[src/rtl/bin_to_bcd_seq.sv]
// bin_to_bcd_seq: sequential double-dabble binary to packed BCD converter.
// One BCD iteration per clock, start/out_valid/out_ack handshake.
//
// Ports:
//   clk         in   rising-edge clock
//   reset_n     in   asynchronous active-low reset
//   start       in   conversion request (IDLE, or DONE with out_ack)
//   binary      in   operand, captured when start is accepted
//   is_signed   in   two's-complement operand (only when SIGNED_EN=1)
//   busy        out  conversion in progress
//   out_valid   out  result held until out_ack
//   out_ack     in   consumer takes the result
//   bcd         out  packed BCD, digit 0 in bits [3:0]
//   negative    out  operand was negative
//   num_digits  out  most significant nonzero digit index + 1 (min 1)
module bin_to_bcd_seq #(
  parameter int BIN_W     = 12,
  parameter int DIGITS    = 4,
  parameter int SIGNED_EN = 0
) (
  input  logic                         clk,
  input  logic                         reset_n,
  input  logic                         start,
  input  logic [BIN_W-1:0]             binary,
  input  logic                         is_signed,
  output logic                         busy,
  output logic                         out_valid,
  input  logic                         out_ack,
  output logic [4*DIGITS-1:0]          bcd,
  output logic                         negative,
  output logic [$clog2(DIGITS+1)-1:0]  num_digits
);

  localparam int BCD_W = 4 * DIGITS;
  localparam int FW    = BCD_W + BIN_W;
  localparam int CW    = $clog2(BIN_W + 1);
  localparam int NDW   = $clog2(DIGITS + 1);

  // Largest magnitude must fit in DIGITS decimal digits.
  function automatic bit range_ok();
    longint unsigned p;
    longint unsigned m;
    p = 64'd1;
    for (int i = 0; i < DIGITS && i < 19; i++)
      p = p * 64'd10;
    if (SIGNED_EN != 0)
      m = 64'd1 << (BIN_W - 1);
    else
      m = (64'd1 << BIN_W) - 64'd1;
    return (DIGITS >= 19) || (p > m);
  endfunction

  localparam bit RANGE_OK = range_ok();

  if (BIN_W < 2) begin : g_bad_width
    $error("bin_to_bcd_seq: BIN_W must be >= 2");
  end

  if (!RANGE_OK) begin : g_bad_range
    $error("bin_to_bcd_seq: DIGITS too small for BIN_W");
  end

  localparam logic [1:0] S_IDLE  = 2'd0;
  localparam logic [1:0] S_SHIFT = 2'd1;
  localparam logic [1:0] S_DONE  = 2'd2;

  logic [1:0]       state;
  logic [FW-1:0]    field;
  logic [CW-1:0]    cnt;
  logic             neg_r;

  logic             accept;
  logic             load_neg;
  logic [BIN_W-1:0] load_mag;
  logic [FW-1:0]    adj;
  logic [FW-1:0]    shifted;
  logic [BCD_W-1:0] fin_bcd;
  logic [NDW-1:0]   fin_nd;

  assign busy = (state == S_SHIFT);

  assign accept = start &&
    ((state == S_IDLE) || ((state == S_DONE) && out_ack));

  // Negating the most negative value yields 2^(BIN_W-1),
  // which still fits as an unsigned BIN_W-bit magnitude.
  assign load_neg = (SIGNED_EN != 0) && is_signed &&
                    binary[BIN_W-1];
  assign load_mag = load_neg ? (~binary + BIN_W'(1)) : binary;

  // Add-3 on the pre-shift digits, then shift as one update.
  always_comb begin
    adj = field;
    for (int i = 0; i < DIGITS; i++) begin
      if (field[BIN_W+4*i +: 4] >= 4'd5)
        adj[BIN_W+4*i +: 4] = field[BIN_W+4*i +: 4] + 4'd3;
    end
    shifted = adj << 1;
  end

  assign fin_bcd = shifted[FW-1:BIN_W];

  always_comb begin
    fin_nd = NDW'(1);
    for (int i = 0; i < DIGITS; i++) begin
      if (fin_bcd[4*i +: 4] != 4'd0)
        fin_nd = NDW'(i + 1);
    end
  end

  always_ff @(posedge clk or negedge reset_n) begin
    if (!reset_n) begin
      state      <= S_IDLE;
      field      <= '0;
      cnt        <= '0;
      neg_r      <= 1'b0;
      out_valid  <= 1'b0;
      bcd        <= '0;
      negative   <= 1'b0;
      num_digits <= '0;
    end else begin
      case (state)
        S_IDLE: begin
          if (accept) begin
            field <= {{BCD_W{1'b0}}, load_mag};
            neg_r <= load_neg;
            cnt   <= CW'(BIN_W);
            state <= S_SHIFT;
          end
        end
        S_SHIFT: begin
          field <= shifted;
          cnt   <= cnt - CW'(1);
          if (cnt == CW'(1)) begin
            bcd        <= fin_bcd;
            negative   <= neg_r;
            num_digits <= fin_nd;
            out_valid  <= 1'b1;
            state      <= S_DONE;
          end
        end
        S_DONE: begin
          if (out_ack) begin
            out_valid <= 1'b0;
            if (start) begin
              field <= {{BCD_W{1'b0}}, load_mag};
              neg_r <= load_neg;
              cnt   <= CW'(BIN_W);
              state <= S_SHIFT;
            end else begin
              state <= S_IDLE;
            end
          end
        end
        default: state <= S_IDLE;
      endcase
    end
  end

endmodule

[config.mk]
export PLATFORM = sky130hd
export DESIGN_NAME = bin_to_bcd_seq
export DESIGN_NICKNAME = d
export VERILOG_FILES = /design/src/rtl/bin_to_bcd_seq.sv
export SDC_FILE = /design/constraint.sdc
export NUM_CORES = 1
export LEC_CHECK = 0
export ABC_AREA = 1
export CAP_MARGIN = 0
export CORE_MARGIN = 3
export CORE_UTILIZATION = 62
export DETAILED_ROUTE_END_ITERATION = 10
export DONT_BUFFER_PORTS = 1
export PLACE_DENSITY = 0.89
export SYNTH_ARGS = -nofsm -noshare
export SYNTH_HDL_FRONTEND = slang
export SYNTH_SLANG_ARGS = --single-unit
[constraint.sdc]
create_clock -name clk -period 4.2 [get_ports clk]
set_input_delay 0.84 -clock clk [delete_from_list [all_inputs] [get_ports clk]]
set_output_delay 0.84 -clock clk [all_outputs]
set_load 0.1 [all_outputs]
---- Word-level counts from Yosys, hierarchy flattened ----
Cells that the tools add are included.
cells by class
  add/subtract/negate cells ............... 5
  multiplexer cells ....................... 27
  $lt $le $gt $ge ......................... 4
  reduce and logical (&&, ||, !) cells .... 15
  equality and inequality tests ........... 7
operators with widths
  cell                   count
  $mux W28               3
  $pmux W28 S3           1
  $mux W4                6
  $ge A4 B3 Y1 const B   4
  $add A4 B2 Y4 const B  3
  $pmux W4 S3            1
  $reduce_bool A4 Y1     3
  $mux W3                3
  $mux W2                4
  $reduce_and A4 Y1      2
  $mux W1                6
  $ne A2 B2 Y1 const B   3
  $pmux W2 S3            1
  $reduce_and A3 Y1      2
  $eq A4 B1 Y1 const B   1
  $pmux W1 S2            2
  $reduce_bool A2 Y1     2
  $sub A4 B1 Y4 const B  1
  $add A3 B2 Y3 const B  1
  $reduce_bool A3 Y1     1
  $eq A2 B1 Y1 const B   1
  $eq A2 B2 Y1 const B   1
  $logic_and A1 B1 Y1    2
  $logic_not A2 Y1       1
  other kinds (3)        3
word-level totals
  logic and storage cells ................. 66
  output and inout bits ................... 22
  flip-flop bits (word level) ............. 56

---- Longest topological paths before layout ----
  depth after elaboration ................. 6
  gate-level depth with buffers ........... 12
  depth with buffers taken out ............ 12

---- Least setup slack after synthesis ----
Ideal clock, no wire load.
  path kind ............................... reg2reg
  from .................................... register state[1]
  to ...................................... register field[1]
  setup slack ............................. 1.980 ns
  data arrival time ....................... 2.096 ns
  period minus slack after synthesis ...... 2.220 ns
  stages on the path, launching flop included .. 10
  cell sequence ........................... dfrtp_1 > inv_1 > ha_1 > buf_6 > o21ai_2 > nand2_2 > nand2_4 > buf_4 > nand2_1 > nand3_1
RTL lines
  what                                 line  source
  from (decl)                          67    logic [1:0] state;
  from (signal assigned)               113   state <= S_IDLE;
  from (signal assigned)               128   state <= S_SHIFT;
  from (signal assigned)               139   state <= S_DONE;
  $eq A2 B1 Y1 *                       n/a
  via busy                             26    output logic busy,
  $reduce_bool A3 Y1 (no source line)  n/a
  $reduce_and A4 Y1 (no source line)   n/a
  to (signal assigned)                 125   field <= {{BCD_W{1'b0}}, load_mag};
  to (signal assigned)                 132   field <= shifted;
  to (signal assigned)                 146   field <= {{BCD_W{1'b0}}, load_mag};
  to (decl)                            68    logic [FW-1:0] field;
The timed path passes the listed nets; every way through them passes the cells marked *.
A chain may end at the register's enable or synchronous reset.

---- Final worst setup path ----
  from .................................... register state[1]
  to ...................................... register num_digits[2]
between the ends
  word-level cells in the longest chain between the ends .. 2
RTL lines
  what                                line  source
  $eq A2 B1 Y1                        n/a
  via busy                            26
  $reduce_and A2 Y1 (no source line)  n/a
  to (signal assigned)                137   num_digits <= fin_nd;
  to (decl)                           31    output logic [$clog2(DIGITS+1)-1:0] num_digits
The timed path passes the listed nets, and every way through them passes these cells.

==> out/summary.json <==
{
  "num_rows": 24,
  "synth.area.top_cells": "sky130_fd_sc_hd__dfrtp_1 47%, sky130_fd_sc_hd__nand2_1 15%, sky130_fd_sc_hd__o21ai_0 6.3%",
  "drt_pre_antenna_iters": 4,
  "synth_async_sr_flop_share_pct": 100,
  "setup.worst_path.end": "num_digits[2]",
  "syn_nets": 364,
  "area.growth.synth_to_final_pct": 3.03,
  "netlist.area_leader.share_pct": 47.4,
  "cts_htree_levels": 2,
  "post_synth_design_cell_area_sq_mm": 0.00285,
  "drt-wirelength-per-cell_um": 13.5,
  "number_of_enable_flip_flop_cells_after_synthesis": 0,
  "finalNonFillerCells": 384,
  "yosys_most_used_dff": "sky130_fd_sc_hd__dfrtp_1",
  "unrepaired_setup_endpoints_after_global_routing": "no",
  "antenna_cells_inserted": 0,
  "post_cts_resize_count": 0,
  "clock_tree_root_driver_cell": "sky130_fd_sc_hd__clkbuf_8",
  "worst_setup_hold_path_clk_slew_ns": 0.09,
  "cts.sinks": 54,
  "io-pin-count": 39,
  "fin_worst_hold_slack_ns": 0.222,
  "vias_in_the_first_global_route": 2173,
  "place.gp.congestion": 0.835,
  "skew_ns": 0.00639,
  "vdd_drop_max_mv": 0.526,
  "core_sq_mm": 0.00438,
  "placed_cells": 376,
  "criticalPathCategory": "reg2reg",
  "skew_pair_late_insertion_delay_ns": 0.30,
  "synth.distinct_cells": 33,
  "synthCells": 333,
  "grt-ovfl-total": 0,
  "reg_to_reg_setup_timing_slack_ns": 1.67,
  "drc_errors_left": 0,
  "fin_nets": 362,
  "global_route.usage.total_pct": 21.2,
  "grt_pass1_wl_um": 8990,
  "routed_wl_um": 5200,
  "start_util_pct": 65.1,
  "tritoncts": "done",
  "p_leak_nw": 1.45,
  "routed-via-count": 2139,
  "p_per_area_mw_per_mm2": 631,
  "path_max_fanout": 37,
  "post_cts_hold_buffer_count": 0,
  "postLayoutCoreUtil_pct": 67.0,
  "most-common-layout-cells": "113 x sky130_fd_sc_hd__nand2_1, 54 x sky130_fd_sc_hd__dfrtp_1, 36 x sky130_fd_sc_hd__o21ai_0",
  "worst-r2r-cell-count": 7,
  "drt_iter0_markers": 163,
  "synth.yosys.seq_area_share_pct": 47.4,
  "vias_per_cell": 5.57,
  "setup-violations-final": 0,
  "dp_hpwl_um": 3750,
  "max-slew-margin-rel_pct": 38.9,
  "status": "finished, final reports clean",
  "post_route_cells_drive_above_1_share_pct": 10.2,
  "crit_path_start_kind": "flop",
  "timing.max_cap.violations": 0,
  "worstMarginPinSlew_ns": 0.917,
  "setup_tns_ns": 0,
  "postCtsSetupBuffers": 0,
  "drt_antenna_net_count": 0,
  "fmax_mhz": 395,
  "ctsLongestPathBuffers": 2,
  "crit-reg2reg-launch": "state[1]",
  "netlist.top_cell.by_area": "sky130_fd_sc_hd__dfrtp_1",
  "period_needed_ns": 2.53,
  "hold_path.class": "in2async",
  "tritoncts.num_buffers": 5,
  "buffer_ports.inserted": 0,
  "seq_cells_post_synth": 54,
  "cp_data_arrival_time_ns": 2.71,
  "reg2reg_to": "num_digits[2]",
  "die_area_sq_mm": 0.00545,
  "drv_slew": 0,
  "final.period_utilization_pct": 60.3,
  "layout.cells.most_common": "sky130_fd_sc_hd__nand2_1",
  "number_of_hold_slack_violations_in_the_final_timing_report": 0,
  "timing.critical_path.required_ns": 4.38,
  "critical_path_end_type": "flop",
  "die-width_um": 73.8,
  "critical_path_startpoint": "state[1]",
  "antenna_found_initial": 0,
  "dieHeight_um": 73.8,
  "grt_start_max_net_pins": 55,
  "syn_avg_cell_area_sq_um": 8.57,
  "synth_warnings": 0
}
## per-layer routing
layer	wire [um]	share of wire, %	up-vias	GRT usage, %
met4	104	2.0	0	8.05
met3	238	4.6	10	5.06
met1	2200	42	998	23.9
li1	-	-	1076	-
met5	0	0	-	0
met2	2660	51	55	38.4
## logic make-up after synthesis
| logic type | Yosys count | synth area share, % |
|---|---|---|
| AND/OR/NAND/NOR | 156 | 23.9 |
| AO/OA/AOI/OAI | 58 | 13.0 |
| flip-flops | 54 | 47.4 |
| buffers and inverters | 44 | 7.15 |
| adder cells (fa/ha/maj) | 14 | 6.14 |
| multiplexers | 4 | 1.40 |
| XOR/XNOR | 2 | 0.877 |
| other | 1 | 0.131 |
## worst max-delay path, cell delays in order (launching register included)
cell	delay (ns)
sky130_fd_sc_hd__dfrtp_1	0.41
sky130_fd_sc_hd__inv_1	0.11
sky130_fd_sc_hd__ha_2	0.77
sky130_fd_sc_hd__nand4_4	0.55
sky130_fd_sc_hd__nor2_1	0.23
sky130_fd_sc_hd__nand2_1	0.09
sky130_fd_sc_hd__nor2_2	0.19
sky130_fd_sc_hd__a21oi_1	0.06
## worst min-delay path by stage
stage / end
floorplan: field[0]
global placement: field[5]
detailed placement: field[5]
CTS: field[15]
global route: bcd[1]
finish: field[10]
## through the flow
step	power [mW]	setup slack, ns	instance area (sq um)
finish	1.85	1.67	2940
global route	1.99	1.41	2940
CTS	1.87	1.66	2940
detailed placement	1.58	1.70	2850
global placement	1.54	1.73	2850
floorplan	1.49	1.98	2850
## final cells by class
type | count | area (sq um)
Clock buffer | 7 | 86.3
Clock inverter | 1 | 5.00
Fill cell | 361 | 1450
Inverter | 35 | 131
Multi-Input combinational cell | 235 | 1300
Sequential cell | 54 | 1350
Tap cell | 52 | 65.1
## power breakdown
part	total, mW	switching (mW)	leakage [nW]	internal [mW]
Combinational	0.641	0.439	0.688	0.202
Sequential	0.921	0.282	0.715	0.639
Clock	0.292	0.159	0.0482	0.133
## sequential cells by signal, summed over array words and instances, names as in the netlist
name,count
out_valid,1
cnt,4
bcd,16
field,28
num_digits,3
state,2
## synth_stat cells, types with 2 or more instances
library cell and n:
sky130_fd_sc_hd__o21ai_0 36, sky130_fd_sc_hd__clkbuf_1 2, sky130_fd_sc_hd__a21oi_1 4, sky130_fd_sc_hd__nand2_1 113, sky130_fd_sc_hd__nor2_1 7, sky130_fd_sc_hd__inv_2 3, sky130_fd_sc_hd__nand4_1 6, sky130_fd_sc_hd__buf_4 2
sky130_fd_sc_hd__nand3_2 2, sky130_fd_sc_hd__mux2i_1 4, sky130_fd_sc_hd__o21ai_2 12, sky130_fd_sc_hd__ha_1 14, sky130_fd_sc_hd__buf_6 4, sky130_fd_sc_hd__nand3_1 20, sky130_fd_sc_hd__dfrtp_1 54, sky130_fd_sc_hd__nor2_2 2
sky130_fd_sc_hd__inv_1 32
(Power assumes the default switching activity.)
